**config.mk**
```make
export PLATFORM = sky130hd
export DESIGN_NAME = line_buf_ctrl
export DESIGN_NICKNAME = d
export VERILOG_FILES = /design/src/rtl/line_buf_ctrl.sv
export SDC_FILE = /design/constraint.sdc
export NUM_CORES = 1
export LEC_CHECK = 0
export ABC_AREA = 1
export ABC_CLOCK_PERIOD_IN_PS = 2450
export BUFFER_PORTS_ARGS = -buffer_cell sky130_fd_sc_hd__buf_2
export CORE_MARGIN = 5
export CORE_UTILIZATION = 32
export DETAILED_ROUTE_END_ITERATION = 6
export SLEW_MARGIN = 20
export SYNTH_ARGS = -nofsm -noshare
export SYNTH_HDL_FRONTEND = slang
export SYNTH_SLANG_ARGS = --single-unit
```
**constraint.sdc**
```tcl
create_clock -name CLK -period 2.45 [get_ports CLK]
set_input_delay 0.245 -clock CLK [delete_from_list [all_inputs] [get_ports CLK]]
set_output_delay 0.245 -clock CLK [all_outputs]
set_load 0.005 [all_outputs]
```
**src/rtl/line_buf_ctrl.sv**
```systemverilog
// Line-buffer controller: counts ingress pixels into image coordinates, drives the
// shared line-BRAM address/write strobe and flags when a full sliding window is held.
module line_buf_ctrl #(
  parameter int LINE_W = 1920,
  parameter int WIN_W  = 45,
  parameter int WIN_H  = 5,
  parameter int IMG_H  = 1080,
  parameter int AW     = 11
) (
  input  logic          CLK,
  input  logic          RST,
  input  logic          start,
  input  logic [7:0]    s_tdata,
  input  logic          s_tvalid,
  output logic          s_tready,
  input  logic          s_tlast,
  output logic          shift_en,
  output logic [AW-1:0] bram_addr,
  output logic          bram_we,
  output logic [7:0]    pix_out,
  output logic          win_valid,
  input  logic          win_ready,
  output logic [10:0]   win_row,
  output logic [10:0]   win_col,
  output logic          busy,
  output logic          frame_done,
  output logic          err_line
);

  typedef enum logic [1:0] {IDLE, FILL, STREAM, DONE} state_t;

  localparam logic [10:0]   LAST_COL  = 11'(LINE_W - 1);
  localparam logic [10:0]   LAST_ROW  = 11'(IMG_H - 1);
  localparam logic [10:0]   WIN_COL0  = 11'(WIN_W - 1);
  localparam logic [10:0]   WIN_ROW0  = 11'(WIN_H - 1);
  localparam logic [AW-1:0] ADDR_WRAP = AW'(LINE_W - WIN_W - 1);

  state_t        state_q, state_d;
  logic [10:0]   row_q, row_d;
  logic [10:0]   col_q, col_d;
  logic [AW-1:0] addr_q, addr_d;
  logic          wv_q, wv_d;
  logic [10:0]   wrow_q, wrow_d;
  logic [10:0]   wcol_q, wcol_d;
  logic          busy_q, busy_d;
  logic          fdone_q, fdone_d;
  logic          err_q, err_d;
  logic          accept;

  // A pending window that the consumer has not taken blocks ingress.
  assign s_tready = ((state_q == FILL) || (state_q == STREAM)) && !(wv_q && !win_ready);
  assign accept   = s_tvalid && s_tready;
  assign shift_en = accept;
  assign bram_we  = accept;
  assign pix_out  = s_tdata;

  assign bram_addr  = addr_q;
  assign win_valid  = wv_q;
  assign win_row    = wrow_q;
  assign win_col    = wcol_q;
  assign busy       = busy_q;
  assign frame_done = fdone_q;
  assign err_line   = err_q;

  always_comb begin
    state_d = state_q;
    row_d   = row_q;
    col_d   = col_q;
    addr_d  = addr_q;
    wv_d    = wv_q;
    wrow_d  = wrow_q;
    wcol_d  = wcol_q;
    err_d   = err_q;
    fdone_d = 1'b0;

    if (win_ready) wv_d = 1'b0;

    unique case (state_q)
      IDLE: begin
        if (start) begin
          state_d = FILL;
          row_d   = '0;
          col_d   = '0;
          addr_d  = '0;
          err_d   = 1'b0;
        end
      end
      FILL: begin
        if (accept && (row_q == WIN_ROW0) && (col_q == '0)) state_d = STREAM;
      end
      STREAM: begin
        if (accept && (row_q == LAST_ROW) && (col_q == LAST_COL)) begin
          state_d = DONE;
          fdone_d = 1'b1;
        end
      end
      DONE: state_d = IDLE;
      default: state_d = IDLE;
    endcase

    if (accept) begin
      // An early tlast ends the line; the BRAM address keeps counting regardless.
      if (col_q == LAST_COL) begin
        col_d = '0;
        row_d = row_q + 11'd1;
        if (!s_tlast) err_d = 1'b1;
      end else if (s_tlast) begin
        col_d = '0;
        row_d = row_q + 11'd1;
        err_d = 1'b1;
      end else begin
        col_d = col_q + 11'd1;
      end

      addr_d = (addr_q == ADDR_WRAP) ? '0 : addr_q + 1'b1;

      if ((col_q >= WIN_COL0) && (row_q >= WIN_ROW0)) begin
        wv_d   = 1'b1;
        wrow_d = row_q;
        wcol_d = col_q;
      end
    end

    busy_d = (state_d == FILL) || (state_d == STREAM);
  end

  always_ff @(posedge CLK or posedge RST) begin
    if (RST) begin
      state_q <= IDLE;
      row_q   <= '0;
      col_q   <= '0;
      addr_q  <= '0;
      wv_q    <= 1'b0;
      wrow_q  <= '0;
      wcol_q  <= '0;
      busy_q  <= 1'b0;
      fdone_q <= 1'b0;
      err_q   <= 1'b0;
    end else begin
      state_q <= state_d;
      row_q   <= row_d;
      col_q   <= col_d;
      addr_q  <= addr_d;
      wv_q    <= wv_d;
      wrow_q  <= wrow_d;
      wcol_q  <= wcol_d;
      busy_q  <= busy_d;
      fdone_q <= fdone_d;
      err_q   <= err_d;
    end
  end

endmodule

```
# Word-level counts from Yosys, hierarchy flattened
# Cells that the tools add are included.
[op_classes]
n_addsub = 3
order_cmp = 2
n_eq_ne = 9
n_mux = 27
n_reduce_logical = 18
[op_table]
columns = ["operator", "count"]
rows = [
  ["two-way mux 11 bit", 12],
  ["adder 11 x 1 -> 11 bit (second input constant)", 3],
  ["== test 11 bit (second input constant)", 3],
  ["== test 11 x 3 -> 1 bit (second input constant)", 1],
  [">= comparator 11 x 3 -> 1 bit (second input constant)", 1],
  [">= comparator 11 x 6 -> 1 bit (second input constant)", 1],
  ["logical NOT 11 bit", 1],
  ["two-way mux 1 bit", 11],
  ["logical AND 1 bit", 8],
  ["one-hot mux 2 bit (4 select lines)", 1],
  ["== test 2 bit (second input constant)", 3],
  ["two-way mux 2 bit", 3],
  ["== test 2 x 1 -> 1 bit (second input constant)", 2],
  ["AND reduction 2 bit", 2],
  ["nonzero test 2 bit", 2],
  ["logical NOT 1 bit", 2],
  ["logical NOT 2 bit", 1],
  ["logical OR 1 bit", 2],
]
[word_totals]
ff_bits = 61
input_bits = 14
output_inout_bits = 48
wordCells = 69

# Logic depth before layout (Yosys ltp)
# Gate-level depths: netlist of the first run.
[depth]
word_depth = 11
mapped_depth = 12
mapped_depth_nobuf = 11

# Worst setup path after synthesis of the first run
# Ideal clock, no wire load.
[synth_timing]
path_type = "flip-flop to flip-flop"
start = "register state_q[0]"
end = "register wcol_q[2] (netlist: win_col[2])"
setup_time_ps = 130
arrival_ps = 1489
required_time_ps = 2320
setup_slack_ps = 830
stages_incl_launch_ff = 9
n_path_buf = 1
synth_period_minus_slack_ps = 1620
cell_sequence = "dfrtp_1 > inv_1 > ha_1 > nand3_2 > inv_2 > o221ai_2 > buf_2 > nand2_1 > o21ai_0"
[synth_via]
elab_chain_cells = 5
word_cells_on_any_way = 6
classes_between = "eq/ne: 2; reduce/logical: 4"
[synth_rtl]
columns = ["item", "line", "text"]
rows = [
  ["start, declared", "38", "state_t state_q, state_d;"],
  ["start signal, assigned", "140", "state_q <= state_d;"],
  ["== test 2 x 1 -> 1 bit / == test 2 bit (equally long branches)", "51", "assign s_tready = ((state_q == FILL) || (state_q == STREAM)) && !(wv_q && !win_ready);"],
  ["logical OR 1 bit *", "51", ""],
  ["logical AND 1 bit *", "51", ""],
  ["logical AND 1 bit *", "52", "assign accept = s_tvalid && s_tready;"],
  ["named net bram_we", "19", "output logic bram_we,"],
  ["AND reduction 2 bit (no line) *", "n/a", ""],
  ["end signal, assigned", "146", "wcol_q <= wcol_d;"],
  ["end, declared", "44", "logic [10:0] wcol_q, wcol_d;"],
]
# The timed path passes the listed nets; every way through them passes the cells marked *.
# A chain may end at the register's enable or synchronous reset.

# Worst setup path in the final report of the first run
[layout_timing]
start = "register state_q[0]"
end = "output port bram_we"
[layout_via]
elab_chain_cells = 4
word_cells_on_any_way = 5
classes_between = "eq/ne: 2; reduce/logical: 3"
[layout_rtl]
columns = ["item", "line"]
rows = [
  ["== test 2 x 1 -> 1 bit / == test 2 bit (equally long branches)", "51"],
  ["logical OR 1 bit *", "51"],
  ["logical AND 1 bit *", "51"],
  ["logical AND 1 bit *", "52"],
  ["end, declared", "19"],
]
# Every way passes the cells marked *; elsewhere a longest branch is shown, timed or not.

==> results of run 1 <==
state kept, by name (all words and copies together), names as in the netlist:
register	flops
bram_addr	11
busy	1
col_q	11
err_line	1
frame_done	1
row_q	11
state_q	2
win_col	11
win_row	11
win_valid	1
area by class of cell:
cell class / instances / area, µm² / share of cell area
sequential: 61 / 1530 / 0.410
multi-input combinational: 256 / 1320 / 0.356
timing repair buffer: 50 / 278 / 0.0746
inverter: 58 / 218 / 0.0585
tap: 133 / 166 / 0.0447
clock buffer: 11 / 151 / 0.0407
clock inverter: 5 / 58.8 / 0.0158
metrics by stage:
| step | hold slack, ps | util |
|---|---|---|
| after CTS | 193 | 0.383 |
| after global routing | 249 | 0.383 |
| final | 198 | 0.383 |
| after floorplan | 442 | - |
| after detailed placement | 337 | 0.360 |
| after global placement | 336 | 0.360 |
cells by family (layout without fill, tap and decap cells):
family	count (synthesis)	after routing
XOR/XNOR	9	9
adder cells (fa/ha/maj)	9	9
AND/OR/NAND/NOR	165	165
AO/OA/AOI/OAI	73	73
buffers and inverters	74	124
flip-flops	61	61
path summary, 6_finish.rpt:
kind,startpoint,endpoint,depth (start not counted),slack (ps)
worst max-delay path,state_q[0],bram_we,5,520
worst min-delay path,win_ready,win_valid,4,200
worst max register to register,state_q[0],win_row[3],8,620
worst min register to register,win_row[1],win_row[1],2,480
max in group asynchronous,RST,win_row[1],4,1680
min in group asynchronous,RST,bram_addr[2],4,490
critical path: stages, from the launching register on:
cell	delay [ps]
dfrtp_1	370
inv_1	70
ha_1	310
nand3_2	160
inv_2	250
buf_2	180
what timing repair did:
action,4_1_cts,5_1_grt
resized for setup,0,0
setup endpoints to repair,0,0
hold buffers,1,0
hold endpoints to repair,61,0
cell usage in the layout (no fill, tap or decap), types with 4 or more instances in the layout:
cell type,instances
a21oi_1,6
buf_2,45
xor2_1,7
o22ai_1,8
o21ai_0,51
nand4_1,4
dfrtp_1,61
clkbuf_8,11
nand3_1,29
ha_1,9
inv_1,53
nor2_1,30
nand2_1,87
inv_2,5
report_power, final:
group / internal [mW] / switching, mW
sequential: 1.27 / 0.203
clock: 0.525 / 0.413
combinational: 0.351 / 0.445
per-layer routing:
metal,GRT usage,share of wire,up-vias,wire length [µm]
met5,0,0,-,0
met4,0.0561,0.022,0,157
met3,0.0364,0.056,14,402
met2,0.190,0.43,56,3090
met1,0.173,0.50,1201,3580
li1,-,-,1344,-
==> flow_summary.json, run 1 <==
{
  "design_area_um2": 3720,
  "place_hpwl_um": 5350,
  "fin_crit_sh": 0.787,
  "stdcell_count": 574,
  "synth-edff-count": 0,
  "grt_max_degree": 62,
  "post-place-ws_ps": 591,
  "syn_inst": 391,
  "outcome": "finished clean",
  "io_pins": 62,
  "grt_pass1_vias": 2498,
  "clk_latency_ps": 350,
  "cts-root-buf": "clkbuf_8",
  "synth_top_area_share": 0.481,
  "core_um2": 9730,
  "synth_top_family_by_area": "simple AND/OR/NAND/NOR gates",
  "grt_setup_unrepaired": "false",
  "finalSetupViolations": 0,
  "max-clock-path-buffers": 2,
  "power_density_nw_per_um2": 862,
  "arrival_ps": 1680,
  "synthXorXnorAreaFrac": 0.0248,
  "slew_viol_final": 0,
  "timing.final.ws_setup_ps": 521,
  "grt-ovfl-total": 0,
  "finalWirelength_um": 7230,
  "setup-tns-final_ps": 0,
  "ys_top_cells_by_count": "87 x nand2_1, 61 x dfrtp_1, 54 x inv_1",
  "n_antenna_cell": 0,
  "muxShareOfSynthArea": 0,
  "relSlewSlack": 0.776,
  "port_buffers": 45,
  "synth_area_um2": 3170,
  "grt_pass1_wl_um": 11800,
  "synth-simple-area-share": 0.232,
  "synth_fa_ha_area_frac": 0.0355,
  "num_rows": 36,
  "wl_per_cell_um": 12.6,
  "place_congestion": 0.878,
  "peakVddDrop_mv": 0.353,
  "layout_min_cycle_time_ps": 1930,
  "cts_max_level": 3,
  "synthFlopType": "dfrtp_1",
  "skew_ps": 9.19,
  "drc": 0,
  "startpoint_type": "flip-flop",
  "nets": 459,
  "critical_path_required_ps": 2200,
  "synth_area_per_cell_um2": 8.12,
  "vias_per_cell": 4.56,
  "post_cts_buffers": 0,
  "grt_usage": 0.128,
  "yosys.area.top_type": "dfrtp_1",
  "ys_seq_elements": 61,
  "cts.clk_slew.worst_paths_ps": 70,
  "synth-seq-area-share": 0.481,
  "cp_max_fo": 11,
  "worstMarginPinSlew_ps": 336,
  "placed_area_um2": 3500,
  "path_class": "reg -> out",
  "power_mw": 3.21,
  "die_area_um2": 12000,
  "p_leak_nw": 1.85,
  "fill_cells": 1037,
  "syn2layout_area_growth_pct": 17.3,
  "die_w_um": 110,
  "async_flop_share": 1.00,
  "dr.first_iter.drc_count": 117,
  "dr.pass1.iters": 4,
  "synth-compound-area-share": 0.125,
  "hp-class": "in -> reg",
  "cts_buffers": 9,
  "final-hold-violation-count": 0,
  "synth_most_common_cell": "nand2_1",
  "place_inst": 557,
  "drt.antenna.violating_nets": 0,
  "fp.dieH_um": 110,
  "cts_tree": "yes",
  "netlist_top_cells_area": "dfrtp_1 48%, nand2_1 10%, o21ai_0 8.0%",
  "drive_gt1_frac": 0.181,
  "cts.sinks": 61,
  "yosys_warnings": 0,
  "fmax_mhz": 518,
  "initial_core_util": 0.326,
  "vias": 2615,
  "antenna_found_initial": 0,
  "critPathCaptureType": "output port",
  "synth.net_count": 414,
  "yosysUniqueCellTypes": 32,
  "maxCapViolations": 0
}
Power figures use the tool's default switching activity.
==> inputs of run 2 (changes only) <==
ABC_AREA = 0   (was 1)
ABC_CLOCK_PERIOD_IN_PS = 1600   (was 2450)
clock period = 1.6 ns   (was 2.45 ns; I/O delays follow)
==> run 2 against run 1 <==
Effect of this change:
- the flow now finishes with violations (negative setup slack)
- clock skew hardly changed
- via count up 9.4%
- sequential cell count is the same
- setup slack got worse by 840 ps
- final cell count rose by 1.9%
- critical path depth unchanged
- die area is 0.54% lower
- largest cell class is now multi-input gates
- combinational power increased to 2.6 times the previous value
==> flow_summary.json, run 2 <==
{
  "outcome": "finished with violations",
  "violations": "negative setup slack",
  "grt_usage": 0.158,
  "antenna_found_initial": 0,
  "p_clk_frac": 0.274,
  "place_congestion": 0.777,
  "worstMarginPinSlew_ps": 582,
  "initial_core_util": 0.326,
  "p_sw_frac": 0.329,
  "fmax_mhz": 522,
  "yosys_warnings": 0,
  "vias": 2861,
  "path_class": "reg -> reg",
  "fp.dieH_um": 109,
  "skew_ps": 9.31,
  "utilization": 0.511,
  "num_rows": 36,
  "most-common-layout-cells": "73 x buf_4, 61 x dfrtp_1, 43 x buf_2",
  "slew_viol_final": 0,
  "drt.antenna.violating_nets": 0,
  "grt_pass1_wl_um": 14600,
  "grt_pass1_vias": 2937,
  "grt_setup_unrepaired": "true",
  "synth.net_count": 329,
  "critical_path_required_ps": 1860,
  "maxCapViolations": 0,
  "grt_max_degree": 62,
  "io_pins": 62,
  "clk_latency_ps": 350,
  "synth-edff-count": 0,
  "cts.clk_slew.worst_paths_ps": 70,
  "die_area_um2": 11900,
  "synth-seq-area-share": 0.484,
  "relSlewSlack": 0.609,
  "synth_top_area_share": 0.484,
  "synth_area_um2": 3150,
  "place_hpwl_um": 6110,
  "port_buffers": 45,
  "ys_seq_elements": 61,
  "syn2layout_area_growth_pct": 56.8,
  "arrival_ps": 2180,
  "fin_crit_sh": 1.20,
  "post-place-ws_ps": -284,
  "cp_max_fo": 3,
  "seq_power_share": 0.333,
  "startpoint_type": "flip-flop",
  "synthFlopType": "dfrtp_1",
  "core_um2": 9680,
  "timing.final.ws_setup_ps": -317,
  "yosysUniqueCellTypes": 45,
  "cts_max_level": 3,
  "critPathCaptureType": "flip-flop",
  "yosys.area.top_type": "dfrtp_1",
  "ys_top_cells_by_count": "61 x dfrtp_1, 29 x nand2_1, 29 x o21ai_0",
  "cts.sinks": 61,
  "cts_tree": "yes",
  "peakVddDrop_mv": 0.452,
  "drc": 0,
  "cts_buffers": 9,
  "nets": 470,
  "wl_per_cell_um": 15.2,
  "grt-ovfl-total": 0,
  "netlist_top_cells_area": "dfrtp_1 48%, mux2_1 5.0%, o21ai_0 4.6%",
  "layout_min_cycle_time_ps": 1920,
  "vias_per_cell": 4.89,
  "p_int_mw": 3.51,
  "p_leak_nw": 2.43,
  "finalSetupViolations": 61,
  "synth_area_per_cell_um2": 10.3,
  "syn_inst": 306,
  "power_switching_mw": 1.72,
  "dr.first_iter.drc_count": 127,
  "max-clock-path-buffers": 2,
  "finalWirelength_um": 8900,
  "drive_gt1_frac": 0.531,
  "async_flop_share": 1.00,
  "cts-root-buf": "clkbuf_8",
  "die_w_um": 109,
  "dr.pass1.iters": 4,
  "hp-class": "in -> reg",
  "final-hold-violation-count": 0,
  "final_common_cell": "buf_4",
  "n_antenna_cell": 0,
  "synth_most_common_cell": "dfrtp_1",
  "power_density_nw_per_um2": 1060,
  "comb_power_share": 0.393
}
-- run 2: cell types whose count changed in the layout (fill, tap and decap cells not counted), moves of 10 or more --
| cell | delta |
|---|---|
| buf_4 | +70 |
| buf_6 | +22 |
| inv_1 | -44 |
| mux2_4 | +10 |
| nand2_1 | -64 |
| nand3_1 | -19 |
| nor2_1 | -19 |
| o21ai_0 | -48 |
| o21ai_1 | +14 |
-- run 2: path summary, 6_finish.rpt --
path,start,depth (start not counted),slack (ps),to
setup reg to reg,col_q[10],5,-320,busy
hold / removal,s_tlast,3,250,err_line
max in group asynchronous,RST,4,860,win_valid
min in group asynchronous,RST,4,420,err_line
hold reg to reg,win_row[1],1,490,win_row[1]
setup / recovery,col_q[10],5,-320,busy
-- run 2: power by group through the flow --
stage,sequential [mW],clock (mW),combinational (mW)
finish,1.74,1.43,2.06
global placement,1.77,0,1.51
detailed placement,1.77,0,1.54
global route,1.76,1.53,2.24
CTS,1.74,1.47,1.88
floorplan,1.80,0,0.847
-- run 2: per-layer routing --
layer,vias up,track usage,routed length [µm]
li1,1376,-,-
met1,1422,0.196,3980
met2,50,0.269,4460
met3,13,0.0314,312
met4,0,0.0659,147
met5,-,0,0
-- run 2: timing repair --
action                                  CTS  global route
buffers inserted                         15            10
pin swaps                                18            16
endpoints found under the hold margin    61             0
resized for setup                        69            32
endpoints found under the setup margin   62            63
gates cloned                              3             0
hold buffers                              1             0
-- run 2: layout make-up --
cell class                 instances  area [µm²]
fill                             888        4740
multi-input combinational        216        1840
sequential                        61        1530
timing repair buffer             145        1140
tap                              133         166
clock buffer                      13         159
inverter                          13        65.1
clock inverter                     3        43.8
timing repair inverter             1        8.76
-- run 2: worst max-delay path: stages, from the launching register on --
cell      delay, ps
dfrtp_1         420
or4_4           570
nor4_4          280
a311oi_1        150
nor3_2          230
xor2_1          180
-- run 2: logic make-up after synthesis --
logic type / count (synthesis) / share of synthesized area
mux: 23 / 0.0821
flops: 61 / 0.484
simple gates: 110 / 0.196
buf+inv: 31 / 0.0500
compound gates: 62 / 0.124
xor+xnor: 10 / 0.0278
fa+ha+maj: 9 / 0.0357
-- run 2: through the flow --
step	hold WS (ps)	instances	power (mW)	instance area [µm²]	setup TNS (ps)
3_5_place_dp	275	544	3.31	4190	-10330
4_1_cts	244	579	5.09	4770	-11120
2_1_floorplan	272	306	2.64	3300	-6420
5_1_grt	267	585	5.53	4950	-15970
3_3_place_gp	272	544	3.28	4190	-8910
6_report	250	585	5.23	4950	-11330
==> inputs of run 3 (changes only) <==
ABC_CLOCK_PERIOD_IN_PS = 2050   (was 1600)
clock period = 2.05 ns   (was 1.6 ns; I/O delays follow)
==> run 3 against run 2 <==
Effect of this change:
- the flow now finishes without violations
- clock-buffer cell count fell by 3
- via count fell by 10%
- design area fell by 19%
- clock power fell by 30%
- sequential share of layout area rose by 7.5 points
- highest routed layer unchanged
- power fell by 36%
- final cell count fell by 10%
==> flow_summary.json, run 3 (synthesis gave the netlist of run 2 again) <==
{
  "outcome": "finished clean",
  "fp.dieH_um": 109,
  "drc": 0,
  "cts.sinks": 61,
  "p_sw_frac": 0.322,
  "drive_gt1_frac": 0.321,
  "fill_cells": 971,
  "worstHoldEndpoint": "err_line",
  "p_clk_frac": 0.299,
  "peakVddDrop_mv": 0.329,
  "clk_latency_ps": 340,
  "place_congestion": 0.816,
  "placed_area_um2": 3750,
  "grt_pass1_wl_um": 12500,
  "dr.pass1.iters": 4,
  "final-hold-violation-count": 0,
  "power_switching_mw": 1.08,
  "fmax_mhz": 502,
  "finalWirelength_um": 7490,
  "finalSetupViolations": 0,
  "power_density_nw_per_um2": 842,
  "r2r_cells": 7,
  "min_from": "s_tlast",
  "grt_max_degree": 26,
  "hold_depth": 3,
  "antenna_found_initial": 0,
  "grt_pass1_vias": 2515,
  "skew_ps": 4.89,
  "r2r_end": "win_col[7]",
  "path_class": "reg -> reg",
  "slew_viol_final": 0,
  "seq_power_share": 0.406,
  "reg2reg_from": "state_q[1]",
  "p_leak_nw": 2.00,
  "comb_power_share": 0.295,
  "setup-tns-final_ps": 0,
  "critPathCaptureType": "flip-flop",
  "fin_crit_sh": 0.971,
  "cts.clk_slew.worst_paths_ps": 60,
  "relSlewSlack": 0.612,
  "dr.first_iter.drc_count": 85,
  "maxCapViolations": 0,
  "nets": 411,
  "cts-root-buf": "clkbuf_8",
  "arrival_ps": 2220,
  "cp_max_fo": 8,
  "startpoint_type": "flip-flop",
  "core_um2": 9680,
  "most-common-layout-cells": "61 x dfrtp_1, 45 x buf_2, 41 x buf_4",
  "syn2layout_area_growth_pct": 26.3,
  "timing.hold.ws_ps": 211,
  "place_hpwl_um": 5710,
  "layout_min_cycle_time_ps": 1990,
  "worstMarginPinSlew_ps": 577,
  "p_int_mw": 2.28,
  "design_area_um2": 3980,
  "die_area_um2": 11900,
  "grt-ovfl-total": 0,
  "vias": 2567,
  "num_rows": 36,
  "drt.antenna.violating_nets": 0,
  "cts_max_level": 3,
  "port_buffers": 45,
  "vias_per_cell": 4.89,
  "hp-class": "in -> reg",
  "n_antenna_cell": 0,
  "cts_buffers": 9,
  "max-clock-path-buffers": 2,
  "critical_path_required_ps": 2280,
  "die_w_um": 109,
  "io_pins": 62,
  "grt_usage": 0.135,
  "wl_per_cell_um": 14.3,
  "utilization": 0.411,
  "rrSetupSlack_ps": 60,
  "initial_core_util": 0.326,
  "cts_tree": "yes",
  "final_common_cell": "dfrtp_1"
}
[run 3: cell count changes in the layout (fill, tap and decap cells not counted), moves of 8 or more]
cell,change
buf_4,-32
buf_6,-20
mux2_1,+9
mux2_4,-10
o21ai_0,+25
o21ai_1,-16
o21ai_2,-8
[run 3: through the flow]
| step | power [mW] | worst slack, ps | cells |
|---|---|---|---|
| finish | 3.36 | 59.1 | 525 |
| global route | 3.58 | -21.6 | 525 |
| floorplan | 1.94 | 5.37 | 306 |
| global placement | 2.31 | 51.0 | 507 |
| detailed placement | 2.33 | 13.1 | 507 |
| CTS | 3.35 | 2.27 | 523 |
[run 3: critical path: stages (launching register included)]
cell	delay, ps
dfrtp_1	340
inv_1	80
ha_1	300
and2_1	160
nand2_2	100
a211oi_4	320
buf_4	240
mux2_2	340
[run 3: routing by layer]
metal	share of wire	global-route usage
met3	0.035	0.0373
met2	0.50	0.222
met4	0.012	0.0516
met1	0.46	0.169
met5	0	0
[run 3: how the worst max path moves through the flow]
stage	from	to	slack [ps]	cells after the start
2_1_floorplan	state_q[1]	win_col[5]	5	7
3_3_place_gp	col_q[7]	win_row[1]	50	5
3_5_place_dp	col_q[7]	win_row[3]	10	5
4_1_cts	state_q[1]	bram_we	2	7
5_1_grt	state_q[1]	win_col[7]	-20	7
6_report	state_q[1]	win_col[7]	60	7
[run 3: power by group through the flow]
stage,registers [mW],logic [mW],clock network (mW)
2_1_floorplan,1.40,0.544,0
3_3_place_gp,1.38,0.932,0
3_5_place_dp,1.39,0.947,0
4_1_cts,1.36,0.954,1.03
5_1_grt,1.38,1.12,1.08
6_report,1.36,0.990,1.00
[run 3: layout make-up]
class	instances	area [µm²]	share of cell area
clock inverters	5	52.6	0.0132
flip-flops and latches	61	1530	0.383
repair buffers	89	566	0.142
inverters	13	48.8	0.0123
well taps	133	166	0.0418
clock buffers	10	128	0.0320
multi-input cells	214	1500	0.375
[run 3: what timing repair did]
action	4_1_cts	5_1_grt
pin swaps	0	0
hold buffers	1	0
resized for setup	1	8
setup buffers	0	2
setup endpoints to repair	3	39
hold endpoints to repair	22	0
